==> config.mk <==
export PLATFORM = sky130hd
export DESIGN_NAME = ed_distance_engine
export DESIGN_NICKNAME = d
export VERILOG_FILES = /design/src/rtl/ed_distance_engine_pkg.sv /design/src/rtl/ed_distance_engine_isqrt_iter.sv /design/src/rtl/ed_distance_engine.sv
export SDC_FILE = /design/constraint.sdc
export NUM_CORES = 1
export LEC_CHECK = 0
export CORE_MARGIN = 3
export CORE_UTILIZATION = 57
export CTS_CLUSTER_DIAMETER = 40
export DETAILED_ROUTE_END_ITERATION = 12
export PLACE_DENSITY_LB_ADDON = 0.3
export SLEW_MARGIN = 20
export SYNTH_ARGS = -nofsm -noshare
export SYNTH_HDL_FRONTEND = slang
export SYNTH_SLANG_ARGS = --single-unit
==> constraint.sdc <==
create_clock -name clk -period 12.9 [get_ports clk]
set_clock_uncertainty 0.2 [all_clocks]
set_input_delay 1.29 -clock clk [delete_from_list [all_inputs] [get_ports clk]]
set_output_delay 1.29 -clock clk [all_outputs]
set_load 0.1 [all_outputs]
==> src/rtl/ed_distance_engine_pkg.sv <==
// Shared GAM definitions: vector geometry defaults, node vector type,
// distance-engine FSM states and the accumulator width helper.
package GAM_package;

  localparam int VECTOR_LEN = 16;
  localparam int ELEM_W     = 8;

  typedef logic [VECTOR_LEN*ELEM_W-1:0] node_vector_T;

  typedef enum logic [1:0] {IDLE, ACCUM, SQRT, DONE} ed_state_T;

  // Wide enough for VECTOR_LEN full-scale squares without overflow.
  function automatic int acc_width(input int elem_w, input int vlen);
    return 2*elem_w + $clog2(vlen);
  endfunction

endpackage

==> src/rtl/ed_distance_engine_isqrt_iter.sv <==
// Sequential restoring integer square root, one root bit per cycle, MSB first.
// The first bit is resolved on the start edge; done pulses once after the last bit.
module ed_isqrt_iter #(
  parameter  int W  = 20,
  localparam int NS = (W + 1) / 2
) (
  input  logic          clk,
  input  logic          rst,
  input  logic          start,
  input  logic [W-1:0]  operand,
  output logic          busy,
  output logic          done,
  output logic [NS-1:0] root
);

  localparam int CW = $clog2(NS + 1);

  logic [2*NS-1:0] op_reg;
  logic [2*NS-1:0] op_pad;
  logic [NS:0]     rem_reg;
  logic [NS-1:0]   root_reg;
  logic [CW-1:0]   cnt;

  logic [NS:0]     rem_in;
  logic [NS-1:0]   root_in;
  logic [1:0]      bits;
  logic [NS+2:0]   shifted;
  logic [NS+2:0]   trial;
  logic            ge;
  logic [NS:0]     rem_nx;
  logic [NS-1:0]   root_nx;

  assign op_pad = (2*NS)'(operand);
  assign root   = root_reg;

  // Remainder never exceeds 2*root, so NS+1 bits hold it between steps.
  always_comb begin
    rem_in  = start ? '0 : rem_reg;
    root_in = start ? '0 : root_reg;
    bits    = start ? op_pad[2*NS-1 -: 2] : op_reg[2*NS-1 -: 2];
    shifted = {rem_in, bits};
    trial   = {1'b0, root_in, 2'b01};
    ge      = (shifted >= trial);
    rem_nx  = ge ? (NS+1)'(shifted - trial) : (NS+1)'(shifted);
    root_nx = {root_in[NS-2:0], ge};
  end

  always_ff @(posedge clk or posedge rst) begin
    if (rst) begin
      op_reg   <= '0;
      rem_reg  <= '0;
      root_reg <= '0;
      cnt      <= '0;
      busy     <= 1'b0;
      done     <= 1'b0;
    end else if (start) begin
      rem_reg  <= rem_nx;
      root_reg <= root_nx;
      op_reg   <= op_pad << 2;
      cnt      <= CW'(NS - 1);
      busy     <= 1'b1;
      done     <= 1'b0;
    end else if (busy) begin
      rem_reg  <= rem_nx;
      root_reg <= root_nx;
      op_reg   <= op_reg << 2;
      cnt      <= cnt - 1'b1;
      if (cnt == CW'(1)) begin
        busy <= 1'b0;
        done <= 1'b1;
      end
    end else begin
      done <= 1'b0;
    end
  end

endmodule

==> src/rtl/ed_distance_engine.sv <==
// Handshaked Euclidean-distance engine: LANES squared differences per cycle, then
// an optional iterative root when ED_SQRT_EN is defined (else ed = sq_sum).
module ed_distance_engine
  import GAM_package::*;
#(
  parameter  int ELEM_W = GAM_package::ELEM_W,
  parameter  int LANES  = 4,
  localparam int ACC_W  = acc_width(ELEM_W, VECTOR_LEN)
) (
  input  logic                         clk,
  input  logic                         rst,
  input  logic                         in_valid,
  output logic                         in_ready,
  input  logic [VECTOR_LEN*ELEM_W-1:0] x,
  input  logic [VECTOR_LEN*ELEM_W-1:0] w,
  output logic                         out_valid,
  input  logic                         out_ready,
  output logic [ACC_W-1:0]             sq_sum,
  output logic [31:0]                  ed
);

  localparam int NC   = VECTOR_LEN / LANES;
  localparam int KW   = (NC > 1) ? $clog2(NC) : 1;
  localparam int SQ_W = 2 * ELEM_W;

  generate
    if (VECTOR_LEN % LANES != 0) begin : g_lanes_check
      $error("ed_distance_engine: LANES must divide VECTOR_LEN");
    end
  endgenerate

  ed_state_T                   state;
  logic [VECTOR_LEN*ELEM_W-1:0] x_reg;
  logic [VECTOR_LEN*ELEM_W-1:0] w_reg;
  logic [KW-1:0]               k;
  logic [ACC_W-1:0]            acc;
  logic [ACC_W-1:0]            chunk_sum;
  logic [ACC_W-1:0]            acc_next;
  logic                        last_chunk;
  logic [SQ_W-1:0]             sq [LANES];

  genvar gi;
  generate
    for (gi = 0; gi < LANES; gi++) begin : g_lane
      logic [ELEM_W-1:0] xe;
      logic [ELEM_W-1:0] we;
      logic [ELEM_W-1:0] d;
      assign xe     = x_reg[(int'(k)*LANES + gi)*ELEM_W +: ELEM_W];
      assign we     = w_reg[(int'(k)*LANES + gi)*ELEM_W +: ELEM_W];
      assign d      = (xe >= we) ? (xe - we) : (we - xe);
      assign sq[gi] = SQ_W'(d) * SQ_W'(d);
    end
  endgenerate

  always_comb begin
    chunk_sum = '0;
    for (int i = 0; i < LANES; i++) begin
      chunk_sum = chunk_sum + ACC_W'(sq[i]);
    end
  end

  assign acc_next   = acc + chunk_sum;
  assign last_chunk = (k == KW'(NC - 1));

`ifdef ED_SQRT_EN
  localparam int NS = (ACC_W + 1) / 2;
  logic          sq_start;
  logic          sq_busy;
  logic          sq_done;
  logic [NS-1:0] sq_root;

  // Root starts on the final accumulate edge so its first bit overlaps that cycle.
  assign sq_start = (state == ACCUM) && last_chunk;

  ed_isqrt_iter #(.W(ACC_W)) u_isqrt (
    .clk     (clk),
    .rst     (rst),
    .start   (sq_start),
    .operand (acc_next),
    .busy    (sq_busy),
    .done    (sq_done),
    .root    (sq_root)
  );
`endif

  always_ff @(posedge clk or posedge rst) begin
    if (rst) begin
      state     <= IDLE;
      x_reg     <= '0;
      w_reg     <= '0;
      k         <= '0;
      acc       <= '0;
      in_ready  <= 1'b0;
      out_valid <= 1'b0;
      sq_sum    <= '0;
      ed        <= '0;
    end else begin
      case (state)
        IDLE: begin
          if (!in_ready) begin
            in_ready <= 1'b1;
          end else if (in_valid) begin
            x_reg    <= x;
            w_reg    <= w;
            acc      <= '0;
            k        <= '0;
            in_ready <= 1'b0;
            state    <= ACCUM;
          end
        end
        ACCUM: begin
          acc <= acc_next;
          k   <= k + 1'b1;
          if (last_chunk) begin
            sq_sum <= acc_next;
`ifdef ED_SQRT_EN
            state  <= SQRT;
`else
            ed        <= 32'(acc_next);
            out_valid <= 1'b1;
            state     <= DONE;
`endif
          end
        end
`ifdef ED_SQRT_EN
        SQRT: begin
          if (sq_done && !sq_busy) begin
            ed        <= 32'(sq_root);
            out_valid <= 1'b1;
            state     <= DONE;
          end
        end
`endif
        DONE: begin
          if (out_ready) begin
            out_valid <= 1'b0;
            in_ready  <= 1'b1;
            state     <= IDLE;
          end
        end
        default: state <= IDLE;
      endcase
    end
  end

endmodule

==> results list <==
- Setup repair after global routing missed its margin: no
- At the worst endpoint, the arrival time is 11.25 ns.
- Number of H-tree levels: 2
* R2R Setup Slk: 1.81 ns
* Width of the die: 209 microns
- Number of distinct library cells after synthesis: 62
- By area, the combinational part of the netlist is dominated by adder cells.
- Cells on worst reg2reg path: 30
* Layer with the highest usage: met2
- In this run the worst path has a maximum fanout of 29.
- Xor/xnor cell area share of the yosys netlist: 1.76%
* Number of rows in the core area: 73
- In this run, post-CTS hold repair placed 0 buffers.
- Synthesized-area fraction occupied by and/or/nand/nor cells: 5.59%
- In the final routed layout, each cell accounts on average for 19.1 microns.
- Number of sinks on the clock net: 302
- Required time of the critical path: 13.06 ns
- The min-delay analysis places its worst path in the category reg2reg.
* Max-capacitance violation count: 0
* Final worst path period need: 11.09 ns
- In this run the cell area measured after placement is 26700 sq um.
- Count of input and output buffers: 301
- Summing the areas of all compound-gate instances in the mapped netlist gives 5.68% of the synthesized area.
* Result of the run: finished clean
- Number of warnings issued by yosys: 0
- Most frequent cell on the critical path: sky130_fd_sc_hd__fa_1
* TNS Setup: 0 ns
- Met3 Track Usage GR: 4.58%
- Clock buffer count from CTS: 39
- Once detail routing completed, the nets flagged for antenna violations numbered 0.
* Met1 track utilization from global routing: 32.4%
- In this run the critical register-to-register path is launched from k[0].
- The commonest cells after synthesis are 380 x sky130_fd_sc_hd__inv_1, 302 x sky130_fd_sc_hd__dfrtp_1, 262 x sky130_fd_sc_hd__mux2_2.
- Initial detailed-routing violation count: 721
- The largest individual stage delay along the critical path comes from the cell sky130_fd_sc_hd__dfrtp_4.
* Initial cell density of the core: 58.3%
* Number of slew-limit violations in the final report: 0
- The cell area that synthesis handed to floorplanning was 23400 sq um.
- 314 I/O pins were placed.
- The die is 209 microns tall.
* Clock tree from TritonCTS: yes
- Hold path startpoint: acc[7]
* Synth top area share: 32.3%
* Via count of the first global-routing pass: 17431
* Count of final hold-check violations: 0
* Layout cell share with drive strength beyond 1: 18.8%
- Clock-pin slew was measured on the worst setup and hold paths at 0.06 ns.
* Core ar.: 40100 sq um
- Finished Cell Area: 28000 sq um
* Async set-or-reset flop fraction in the synthesized netlist: 100%
- The detailed router placed 15766 vias in this run.
- In the routed design, unresolved DRC markers number 0.
- Number of detailed-routing iterations run before antenna repair: 6
- Maximum count of clock buffers along a single path: 3
- Global routing used 45.0% of the available met2 tracks.
- The synthesized design spends more area on one cell type than any other, namely sky130_fd_sc_hd__dfrtp_1.
- Summed over all layers, the routed wires come to 54700 microns.
* Die Footprint: 43500 sq um
- For this run, the register share of the synthesized area comes to 32.3%.
- Hold Path Cell Cnt: 2
- Static timing analysis puts the maximum clock frequency at 0.0902 GHz.
- Measured on the finished design, the core utilization comes to 69.8%.
- The setup path with the least slack is of type reg2reg.
* Fraction of the cycle the final worst path needs: 86.0%
- Most numerous cell in the Yosys netlist: sky130_fd_sc_hd__inv_1
- Compared with the post-synthesis result, the final layout area differs by 19.8%.
- Final net count: 2939
- Entering global routing, the biggest net connects 167 pins.
- Clock tree synthesis selected as its root buffer the cell sky130_fd_sc_hd__clkbuf_16.
- Headroom to the max-slew limit came out at 28.4%.
* Kind of end point of the critical path: register
- Post-synthesis sequential element count: 302
- The path with the worst hold slack has its endpoint at acc[7].
- Counting flops with a built-in enable in the synthesized netlist gives 0.
* CP Launch Type: register
* Final weighted congestion of routability-driven global placement: 0.907
* Most common flop cell mapped by yosys: sky130_fd_sc_hd__dfrtp_1
* Delay of the slowest cell on the worst path: 0.82 ns
- After synthesis, the share of cell area in mux cells is 19.4%.
- Once the clock tree was built, the resizer swapped 0 gates to a different size.
* Number of vias per cell: 5.52
* Mean cell area of the mapped netlist: 11.5 sq um
* First-pass GRT wire length: 89100 microns
- The number of antenna violations at the first check in global routing is 9.
* HPWL after detailed placement: 43400 microns
- Final-layout worst hold slack: 0.292 ns
- Grt total ovfl: 0
- Summing the areas of all fa, ha and maj instances in the mapped netlist gives 27.0% of the synthesized area.
- Cell types with the largest area share after synthesis: sky130_fd_sc_hd__dfrtp_1 32%, sky130_fd_sc_hd__fa_1 18%, sky130_fd_sc_hd__mux2_2 13%
* Global routing usage summed across all routing layers: 25.7%
* Number of setup buffers added after CTS: 0
- Worst flop-to-flop path endpoint: sq_sum[18]
- Clock latency on the worst-skew pair, taken at its later pin, is 0.54 ns.
- At the pin with the least slew margin, the transition time is 1.07 ns.
* Final setup violation count: 0
- Syn Inst Count: 2031
## per-stage QoR
stage,worst slack (ns),instances
final,1.81,2857
after global routing,1.17,2857
after CTS,1.81,2852
after detailed placement,1.82,2786
after global placement,1.98,2786
after floorplan,2.81,2042
## final cells by class
cell class              instances  area, sq um
multi-input cells            1260        13900
clock inverters                17          146
diodes                          5         12.5
flip-flops and latches        302         7560
well taps                     525          657
fillers                      2845        12100
repair buffers                319         3160
inverters                     380         1430
clock buffers                  49         1090
## metal layers
| layer | vias up | wire length, microns |
|---|---|---|
| li1 | 7159 | - |
| met3 | 113 | 3060 |
| met4 | 6 | 1700 |
| met1 | 8054 | 21500 |
| met2 | 434 | 28400 |
| met5 | - | 39 |
## how the worst max path moves through the flow
stage                     from         end
after floorplan           k[0]     acc[19]
after global placement    k[0]  sq_sum[18]
after detailed placement  k[0]  sq_sum[18]
after CTS                 k[0]  sq_sum[18]
after global routing      k[0]  sq_sum[18]
final                     k[0]  sq_sum[18]
## cell families (layout without fill, tap and decap cells)
kind of cell / after synthesis / count (layout)
flops: 302 / 302
xor+xnor: 42 / 42
other cells: 1 / 17
simple gates: 283 / 283
fa+ha+maj: 377 / 377
mux: 340 / 340
buf+inv: 480 / 765
compound gates: 206 / 206
## cells in the final DEF, fill, tap and decap left out, types with 13 or more instances in the layout
master	instances
sky130_fd_sc_hd__inv_1	379
sky130_fd_sc_hd__clkdlybuf4s50_1	301
sky130_fd_sc_hd__dfrtp_1	300
sky130_fd_sc_hd__mux2_2	262
sky130_fd_sc_hd__fa_1	211
sky130_fd_sc_hd__ha_1	166
sky130_fd_sc_hd__nor2_1	115
sky130_fd_sc_hd__nand2_1	66
sky130_fd_sc_hd__mux4_2	64
sky130_fd_sc_hd__o21ai_0	56
sky130_fd_sc_hd__a21oi_1	52
sky130_fd_sc_hd__clkbuf_16	39
sky130_fd_sc_hd__nand2b_1	26
sky130_fd_sc_hd__xnor2_1	24
sky130_fd_sc_hd__a21o_1	19
sky130_fd_sc_hd__buf_4	16
sky130_fd_sc_hd__mux2i_1	14
sky130_fd_sc_hd__or2_2	14
sky130_fd_sc_hd__xor2_1	13
## critical path, delay by kind of cell, from the launching register on
family	cells	cell delay (ns)
compound gates	7	2.04
fa+ha+maj	10	4.78
flops	1	0.82
simple gates	3	0.91
xor+xnor	2	0.46
buf+inv	6	0.74
mux	2	0.87
Power is left out: the tool's default activity adds up to more than one toggle a clock period on the data nets, which glitch-free logic cannot reach.
